$ cat config.mk
export PLATFORM = sky130hd
export DESIGN_NAME = fifo_sync_param_flat
export DESIGN_NICKNAME = d
export VERILOG_FILES = /design/src/rtl/fifo_pkg.sv /design/src/rtl/fifo_sync_param_if.sv /design/src/rtl/fifo_mem.sv /design/src/rtl/fifo_sync_param.sv /design/src/flat_wrapper.sv
export SDC_FILE = /design/constraint.sdc
export NUM_CORES = 2
export LEC_CHECK = 0
export CAP_MARGIN = 5
export CORE_MARGIN = 3
export CORE_UTILIZATION = 35
export CTS_BUF_LIST = sky130_fd_sc_hd__clkbuf_8
export CTS_CLUSTER_SIZE = 20
export DETAILED_ROUTE_END_ITERATION = 8
export PLACE_DENSITY = 0.54
export SLEW_MARGIN = 40
export SYNTH_ARGS = -nofsm -noshare
export SYNTH_HDL_FRONTEND = slang
export SYNTH_SLANG_ARGS = --single-unit
$ cat constraint.sdc
create_clock -name clk -period 12.9 [get_ports clk]
set_clock_uncertainty 0.15 [all_clocks]
set_input_delay 2.58 -clock clk [delete_from_list [all_inputs] [get_ports clk]]
set_output_delay 2.58 -clock clk [all_outputs]
set_load 0.01 [all_outputs]
$ cat src/rtl/fifo_pkg.sv
// Shared defaults and pointer-compare helper for the parametrised sync FIFO.
package fifo_pkg;

  localparam int unsigned DEF_DSIZE     = 128;
  localparam int unsigned DEF_ASIZE     = 4;
  localparam int unsigned DEF_AFULL_TH  = (2 ** DEF_ASIZE) - 2;
  localparam int unsigned DEF_AEMPTY_TH = 2;

  typedef struct packed {
    logic full;
    logic empty;
  } ptr_flags_t;

  // Pointers carry one wrap bit above the asize address bits.
  function automatic ptr_flags_t ptr_compare(input logic [31:0] wptr,
                                             input logic [31:0] rptr,
                                             input int unsigned asize);
    logic [31:0] mask;
    logic [31:0] diff;
    ptr_flags_t  f;
    mask    = (32'(1) << (asize + 1)) - 32'(1);
    diff    = (wptr ^ rptr) & mask;
    f.empty = (diff == 32'(0));
    f.full  = (diff == (32'(1) << asize));
    return f;
  endfunction

endpackage

$ cat src/rtl/fifo_sync_param_if.sv
// Write/read/status bundle between a FIFO user (master) and the FIFO (slave).
interface fifo_sync_param_if import fifo_pkg::*; #(
  parameter int unsigned DSIZE = DEF_DSIZE,
  parameter int unsigned ASIZE = DEF_ASIZE
) ();

  logic             flush;
  logic             winc;
  logic [DSIZE-1:0] wdata;
  logic             wfull;
  logic             walmost_full;
  logic             rinc;
  logic [DSIZE-1:0] rdata;
  logic             rvalid;
  logic             rempty;
  logic             ralmost_empty;
  logic [ASIZE:0]   level;
  logic             overflow;
  logic             underflow;

  modport master (
    output flush, winc, wdata, rinc,
    input  wfull, walmost_full, rdata, rvalid, rempty, ralmost_empty,
           level, overflow, underflow
  );

  modport slave (
    input  flush, winc, wdata, rinc,
    output wfull, walmost_full, rdata, rvalid, rempty, ralmost_empty,
           level, overflow, underflow
  );

endinterface

$ cat src/rtl/fifo_mem.sv
// DEPTH x DSIZE storage: synchronous write, registered or fall-through read.
module fifo_mem #(
  parameter int unsigned DSIZE = 128,
  parameter int unsigned ASIZE = 4,
  parameter bit          FWFT  = 1'b0
) (
  input  logic             clk,
  input  logic             clr,
  input  logic             we,
  input  logic [ASIZE-1:0] waddr,
  input  logic [DSIZE-1:0] wdata,
  input  logic             re,
  input  logic [ASIZE-1:0] raddr,
  output logic [DSIZE-1:0] rdata
);

  localparam int unsigned DEPTH = 2 ** ASIZE;

  logic [DSIZE-1:0] mem [DEPTH];

  always_ff @(posedge clk) begin
    if (we) mem[waddr] <= wdata;
  end

  generate
    if (FWFT) begin : g_fwft
      // re means "head word valid"; output is zero otherwise.
      assign rdata = (re && !clr) ? mem[raddr] : '0;
    end else begin : g_reg
      always_ff @(posedge clk) begin
        if (clr)     rdata <= '0;
        else if (re) rdata <= mem[raddr];
      end
    end
  endgenerate

endmodule

$ cat src/rtl/fifo_sync_param.sv
// Single-clock parametrised FIFO with flush, thresholds, fill level and sticky error flags.
module fifo_sync_param import fifo_pkg::*; #(
  parameter int unsigned DSIZE     = DEF_DSIZE,
  parameter int unsigned ASIZE     = DEF_ASIZE,
  parameter int unsigned AFULL_TH  = (2 ** ASIZE) - 2,
  parameter int unsigned AEMPTY_TH = DEF_AEMPTY_TH,
  parameter bit          FWFT      = 1'b0
) (
  input logic              clk,
  input logic              rst_n,
  fifo_sync_param_if.slave bus
);

  localparam int unsigned PW = ASIZE + 1;

  logic [PW-1:0] wptr_q, wptr_n, rptr_q, rptr_n, level_q, level_n;
  logic          wfull_q, wfull_n, rempty_q, rempty_n;
  logic          afull_q, afull_n, aempty_q, aempty_n;
  logic          ovf_q, ovf_n, unf_q, unf_n, rvalid_q, rvalid_n;
  logic          wr_acc, rd_acc, mem_re;
  ptr_flags_t    flags_n;

  // Next-state: acceptance uses pre-edge flags; flush overrides everything.
  always_comb begin
    wr_acc   = bus.winc && !wfull_q && !bus.flush;
    rd_acc   = bus.rinc && !rempty_q && !bus.flush;
    wptr_n   = wptr_q + PW'(wr_acc);
    rptr_n   = rptr_q + PW'(rd_acc);
    level_n  = level_q;
    if (wr_acc && !rd_acc)      level_n = level_q + PW'(1);
    else if (rd_acc && !wr_acc) level_n = level_q - PW'(1);
    ovf_n    = ovf_q | (bus.winc & wfull_q);
    unf_n    = unf_q | (bus.rinc & rempty_q);
    if (bus.flush) begin
      wptr_n  = '0;
      rptr_n  = '0;
      level_n = '0;
      ovf_n   = 1'b0;
      unf_n   = 1'b0;
    end
    flags_n  = ptr_compare(32'(wptr_n), 32'(rptr_n), ASIZE);
    wfull_n  = flags_n.full;
    rempty_n = flags_n.empty;
    afull_n  = (level_n >= PW'(AFULL_TH));
    aempty_n = (level_n <= PW'(AEMPTY_TH));
    rvalid_n = FWFT ? !rempty_n : rd_acc;
  end

  always_ff @(posedge clk) begin
    if (!rst_n) begin
      wptr_q   <= '0;
      rptr_q   <= '0;
      level_q  <= '0;
      wfull_q  <= 1'b0;
      rempty_q <= 1'b1;
      afull_q  <= 1'b0;
      aempty_q <= 1'b1;
      ovf_q    <= 1'b0;
      unf_q    <= 1'b0;
      rvalid_q <= 1'b0;
    end else begin
      wptr_q   <= wptr_n;
      rptr_q   <= rptr_n;
      level_q  <= level_n;
      wfull_q  <= wfull_n;
      rempty_q <= rempty_n;
      afull_q  <= afull_n;
      aempty_q <= aempty_n;
      ovf_q    <= ovf_n;
      unf_q    <= unf_n;
      rvalid_q <= rvalid_n;
    end
  end

  assign mem_re = FWFT ? !rempty_q : rd_acc;

  fifo_mem #(
    .DSIZE (DSIZE),
    .ASIZE (ASIZE),
    .FWFT  (FWFT)
  ) u_mem (
    .clk   (clk),
    .clr   (!rst_n),
    .we    (wr_acc && rst_n),
    .waddr (wptr_q[ASIZE-1:0]),
    .wdata (bus.wdata),
    .re    (mem_re),
    .raddr (rptr_q[ASIZE-1:0]),
    .rdata (bus.rdata)
  );

  assign bus.wfull         = wfull_q;
  assign bus.walmost_full  = afull_q;
  assign bus.rvalid        = rvalid_q;
  assign bus.rempty        = rempty_q;
  assign bus.ralmost_empty = aempty_q;
  assign bus.level         = level_q;
  assign bus.overflow      = ovf_q;
  assign bus.underflow     = unf_q;

endmodule
$ cat src/flat_wrapper.sv
// flat-port wrapper written by rule: the top's interface ports become plain ports
module fifo_sync_param_flat import fifo_pkg::*;
#(
  parameter int unsigned DSIZE     = DEF_DSIZE,
  parameter int unsigned ASIZE     = DEF_ASIZE,
  parameter int unsigned AFULL_TH  = (2 ** ASIZE) - 2,
  parameter int unsigned AEMPTY_TH = DEF_AEMPTY_TH,
  parameter bit          FWFT      = 1'b0
)
  (clk, rst_n, bus_flush, bus_winc, bus_wdata, bus_rinc, bus_wfull, bus_walmost_full, bus_rdata, bus_rvalid, bus_rempty, bus_ralmost_empty, bus_level, bus_overflow, bus_underflow);
  fifo_sync_param_if #(.DSIZE(DSIZE), .ASIZE(ASIZE)) bus_i ();
  input logic clk;
  input logic rst_n;
  input wire logic [$bits(bus_i.flush)-1:0] bus_flush;
  input wire logic [$bits(bus_i.winc)-1:0] bus_winc;
  input wire logic [$bits(bus_i.wdata)-1:0] bus_wdata;
  input wire logic [$bits(bus_i.rinc)-1:0] bus_rinc;
  output wire logic [$bits(bus_i.wfull)-1:0] bus_wfull;
  output wire logic [$bits(bus_i.walmost_full)-1:0] bus_walmost_full;
  output wire logic [$bits(bus_i.rdata)-1:0] bus_rdata;
  output wire logic [$bits(bus_i.rvalid)-1:0] bus_rvalid;
  output wire logic [$bits(bus_i.rempty)-1:0] bus_rempty;
  output wire logic [$bits(bus_i.ralmost_empty)-1:0] bus_ralmost_empty;
  output wire logic [$bits(bus_i.level)-1:0] bus_level;
  output wire logic [$bits(bus_i.overflow)-1:0] bus_overflow;
  output wire logic [$bits(bus_i.underflow)-1:0] bus_underflow;
  assign bus_i.flush = bus_flush;
  assign bus_i.winc = bus_winc;
  assign bus_i.wdata = bus_wdata;
  assign bus_i.rinc = bus_rinc;
  assign bus_wfull = bus_i.wfull;
  assign bus_walmost_full = bus_i.walmost_full;
  assign bus_rdata = bus_i.rdata;
  assign bus_rvalid = bus_i.rvalid;
  assign bus_rempty = bus_i.rempty;
  assign bus_ralmost_empty = bus_i.ralmost_empty;
  assign bus_level = bus_i.level;
  assign bus_overflow = bus_i.overflow;
  assign bus_underflow = bus_i.underflow;
  fifo_sync_param #(.DSIZE(DSIZE), .ASIZE(ASIZE), .AFULL_TH(AFULL_TH), .AEMPTY_TH(AEMPTY_TH), .FWFT(FWFT)) u_core (.clk(clk), .rst_n(rst_n), .bus(bus_i));
endmodule
# Word-level counts from Yosys, hierarchy flattened
# Memory sizes are Yosys's and may differ from the RTL's. A register that Yosys moved wholly into a read port is not among the register bits.
# Cells that the tools add are included.
# totals
register_bits,22
out_inout_bits,140
mem_bits_ro,0
mem_count,1
ramBits,2048
latchBits,0
input_bits,133
# classes
n_div,0
bitwise,6
n_eq_ne,1
n_mux,7
add_sub_neg,4
n_reduce_logical,15
order_cmp,2
mul,0
n_shift,0
# mem_list
memory,words,width,rd,rd_ports_with_merged_regs,write_ports,line,text
u_core.u_mem.mem,16,128,1,1,1,fifo_mem.sv:19,logic [DSIZE-1:0] mem [DEPTH];
# op_table
cell,count
$logic_not A32 Y1,1
$mux W5,5
$add A5 B1 Y5,2
$logic_and A1 B1 Y1,7
$logic_not A1 Y1,6
$add A5 B1 Y5 const B,1
$eq A5 B5 Y1 const B,1
$ge A5 B4 Y1 const B,1
$le A5 B2 Y1 const B,1
$sub A5 B1 Y5 const B,1
$xor A5 B5 Y5,1
$and A1 B1 Y1,2
$mux W1,2
$or A1 B1 Y1,2
$reduce_or A2 Y1,1
$not A1 Y1,1

# Longest topological paths before layout
# logic_depth
depth_word,9
depth_mapped,8
depth_no_buf,8

# Modules after synthesis
# A second synthesis with hierarchy kept.
# hier_totals
hier_cells,4451
hier_area_um2,83881.7
# modules_own_cells
module,cells_each,area_per_inst_um2,seq_area_each_um2,n_inst
fifo_mem,4338,82805.7,64061.4,1
fifo_sync_param,113,1076.0,440.4,1

# Worst setup path before layout
# Ideal clock, no wire load.
# synth_timing
kind,in2reg
start,input port bus_winc
end,"memory u_core.u_mem.mem[0][0], enable pin"
setup_slack_ns,0.002
n_path_buf,0
setup_ns,0.772
path_stages,4
arrival_ns,11.976
path_cell_list,nor2b_1 nand2_1 or3_1 nor3_1
# synth_via
elab_chain_len,5
# synth_rtl
item,line,text
from (decl),flat_wrapper.sv:15,input wire logic [$bits(bus_i.winc)-1:0] bus_winc;
$logic_and A1 B1 Y1 (2 in series),fifo_sync_param.sv:25,wr_acc = bus.winc && !wfull_q && !bus.flush;
$logic_and A1 B1 Y1,fifo_sync_param.sv:84,".we (wr_acc && rst_n),"
$mux W1,fifo_mem.sv:22,if (we) mem[waddr] <= wdata;
$mux W1 (not written as such),fifo_mem.sv:22,
to (decl),fifo_mem.sv:19,
# No other way between the ends.

# Final worst setup path
# layout_timing
start,input port bus_winc
end,"memory u_core.u_mem.mem[0][99], enable pin"
# The elaborated chain is that of the path after synthesis.

==> reports/metrics.cfg <==
[min_path]
hp-class = reg2reg

[cts]
root_buffer = clkbuf_8
h-tree-depth = 5
cts_tree = yes
cts_setup_buffers = 0
clock_path_buffers = 4
clk_pin_slew_ns = 0.06
insertion_delay_ns = 1.04
post_cts_resized = 0
cts_hold_buf = 0
numCtsBuffers = 380
cts.sinks = 2198

[sta]
hold_violations = 0
max_slew.worst_pin.slew_ns = 0.8387
maxSlewHeadroom = 0.4409
rsz0062_at_grt = no
slew_violations = 0
setup_ws_ns = 7.406
fin_crit_sh = 0.4259
setup_violations = 0
clock.fmax_ghz = 0.1820
setup_tns_ns = 0
period_minus_slack_ns = 5.494

[power_and_ir_drop]
p_leak_nw = 29.18
internal_power_mw = 10.93
ir_drop_uv = 96.04
p_sw_frac = 0.2081
power_density_nw_per_um2 = 143.7
p_sw_mw = 2.873
seq_power_share = 0.566
p_clk_frac = 0.415
p_comb_frac = 0.018

[logic_synthesis]
ys_top_cells_by_count = edfxtp_1 (2,048), mux4_2 (512), dfxtp_1 (150)
synth_nets = 3660
yosysMostFrequentCell = edfxtp_1
ys_top_cells_by_area = edfxtp_1 (75%), mux4_2 (14%), dfxtp_1 (3.7%), mux2_2 (1.8%), mux2i_1 (1.6%)
yosysWarnings = 0
syn_avg_cell_area_um2 = 23.28
synth_area_leader_cell = edfxtp_1
syn_inst = 3521
yosysSeqAreaShare = 0.7869
synthArstFlopShare = 0
synth_edf_count = 2048
synth.distinct_cells = 37
synth_top_area_frac = 0.7503
netlist_area_um2 = 81970
synth_seq_cells = 2198
yosys_most_used_dff = edfxtp_1

[route]
drc = 0
drt_pass1_iterations = 5
postRouteAntennaNets = 0
detail_route.iter0.violations = 2810
routedWlPerCell_um = 26.99
routed_wl_um = 202300
vias = 37960
viasPerCell = 5.062

[cells_and_area]
final_nets = 4210
fill_cells = 20420
register_area_um2 = 64510
area_delta_synth_final_pct = 17.23
layout-drive-gt1-share = 0.2760
multiInputGateArea_um2 = 16640

[placement]
pre_cts_slack_ns = 6.312
hpwl_um = 113700
io_buffer_count = 272
gp_congestion = 0.7199

[setup_path]
worstPathMaxFanout = 29
required_ns = 13.42
cp.arrival_ns = 6.01
crit_path_end_kind = register
start_kind = primary input
worstSetupPathType = in2reg
reg2reg_slack_ns = 8.68

[flow_run]
cap_viol_max_count = 0

[floorplanning]
die-area_um2 = 240000
die_h_um = 489.9
pin_count = 273
start_util = 0.3522
core_area_um2 = 232800
die_x_um = 489.9
num_rows = 177

[global_routing]
grt_pass1_wl_um = 292900
grt-ovfl-total = 0
antenna_found_initial = 21
first_global_vias = 40530
grt_max_degree = 106
grt_usage = 0.1666

[status]
status = finished, final reports clean

[through the flow]
stage | utilization | power (mW) | cells | area, um^2 | hold WS [ns]
global placement | 0.3798 | 8.218 | 6792 | 88410 | 0.3178
floorplan | - | 8.035 | 3521 | 81970 | 0.3355
global route | 0.4128 | 14.34 | 7496 | 96080 | 0.3476
CTS | 0.4126 | 14.00 | 7489 | 96030 | 0.3324
finish | 0.4128 | 13.81 | 7498 | 96090 | 0.3274
detailed placement | 0.3830 | 8.228 | 6819 | 89160 | 0.3166
[cell families (layout without fill, tap and decap cells)]
group | Yosys count | after routing | synth area share
XOR/XNOR | 14 | 14 | 0.001496
adder cells (fa/ha/maj) | 6 | 6 | 0.0009159
flip-flops | 2198 | 2198 | 0.7869
AND/OR/NAND/NOR | 76 | 76 | 0.004564
other | 0 | 7 | 0
buffers and inverters | 191 | 1029 | 0.01166
multiplexers | 768 | 768 | 0.1739
AO/OA/AOI/OAI | 268 | 268 | 0.02053
[placed cells by master, fill, tap and decap left out, types with 12 or more instances in the layout]
cell type	Yosys	final
edfxtp_1	2048	2048
mux4_2	512	512
clkbuf_8	0	416
clkdlybuf4s50_1	0	269
inv_1	2	162
dfxtp_1	150	147
o21ai_1	129	129
mux2_2	128	128
mux2i_1	128	128
a22oi_1	127	127
clkinv_1	0	58
clkinv_2	0	24
buf_6	23	24
buf_16	0	21
buf_12	0	18
nor2_1	29	17
buf_4	3	17
nor2_4	0	12
[registers in the layout, indices dropped and copies added, names as in the netlist]
register,flops
u_core.bus.rempty,1
u_core.bus.overflow,1
u_core.rptr_q,5
u_core.bus.walmost_full,1
u_core.u_mem.mem,2048
u_core.u_mem.rdata,128
u_core.bus.rvalid,1
u_core.bus.ralmost_empty,1
u_core.bus.wfull,1
u_core.wptr_q,5
u_core.bus.level,5
u_core.bus.underflow,1
[metal layers]
| metal | vias to the layer above | wire length, um | global-route usage |
|---|---|---|---|
| li1 | 16150 | - | - |
| met1 | 20480 | 85010 | 0.2164 |
| met2 | 992 | 102900 | 0.2832 |
| met3 | 326 | 9817 | 0.03430 |
| met4 | 10 | 4581 | 0.04747 |
| met5 | - | 62 | 0 |
[final cells by class]
type,count,area share
Sequential cell,2198,0.6714
Multi-Input combinational cell,1132,0.1732
Clock buffer,416,0.05959
Timing Repair Buffer,357,0.04287
Tap cell,3132,0.04078
Clock inverter,254,0.01195
Antenna cell,7,0.0001823
Inverter,2,0.00007813
[power groups by stage]
stage	clock network (mW)	registers [mW]	logic [mW]
after floorplan	0	7.97	0.0653
after global placement	0	7.97	0.250
after detailed placement	0	7.97	0.259
after CTS	5.92	7.82	0.259
after global routing	6.25	7.82	0.272
final	5.74	7.82	0.251
[critical path, stage by stage]
cell and delay [ns]:
clkdlybuf4s50_1 0.51, nor2b_1 0.43, nand2_1 0.25, or3_1 0.52, nor3_2 0.45, buf_4 0.47
buf_4 0.45, buf_12 0.28
[path summary, 6_finish.rpt]
check	start	end	depth (start not counted)
max	bus_winc	u_core.u_mem.mem[0][99]	8
min	u_core.bus.underflow	u_core.bus.underflow	2
max reg2reg	u_core.rptr_q[1]	u_core.u_mem.rdata[11]	7
min reg2reg	u_core.bus.underflow	u_core.bus.underflow	2
Note: power is estimated with default switching activity, not from simulation.
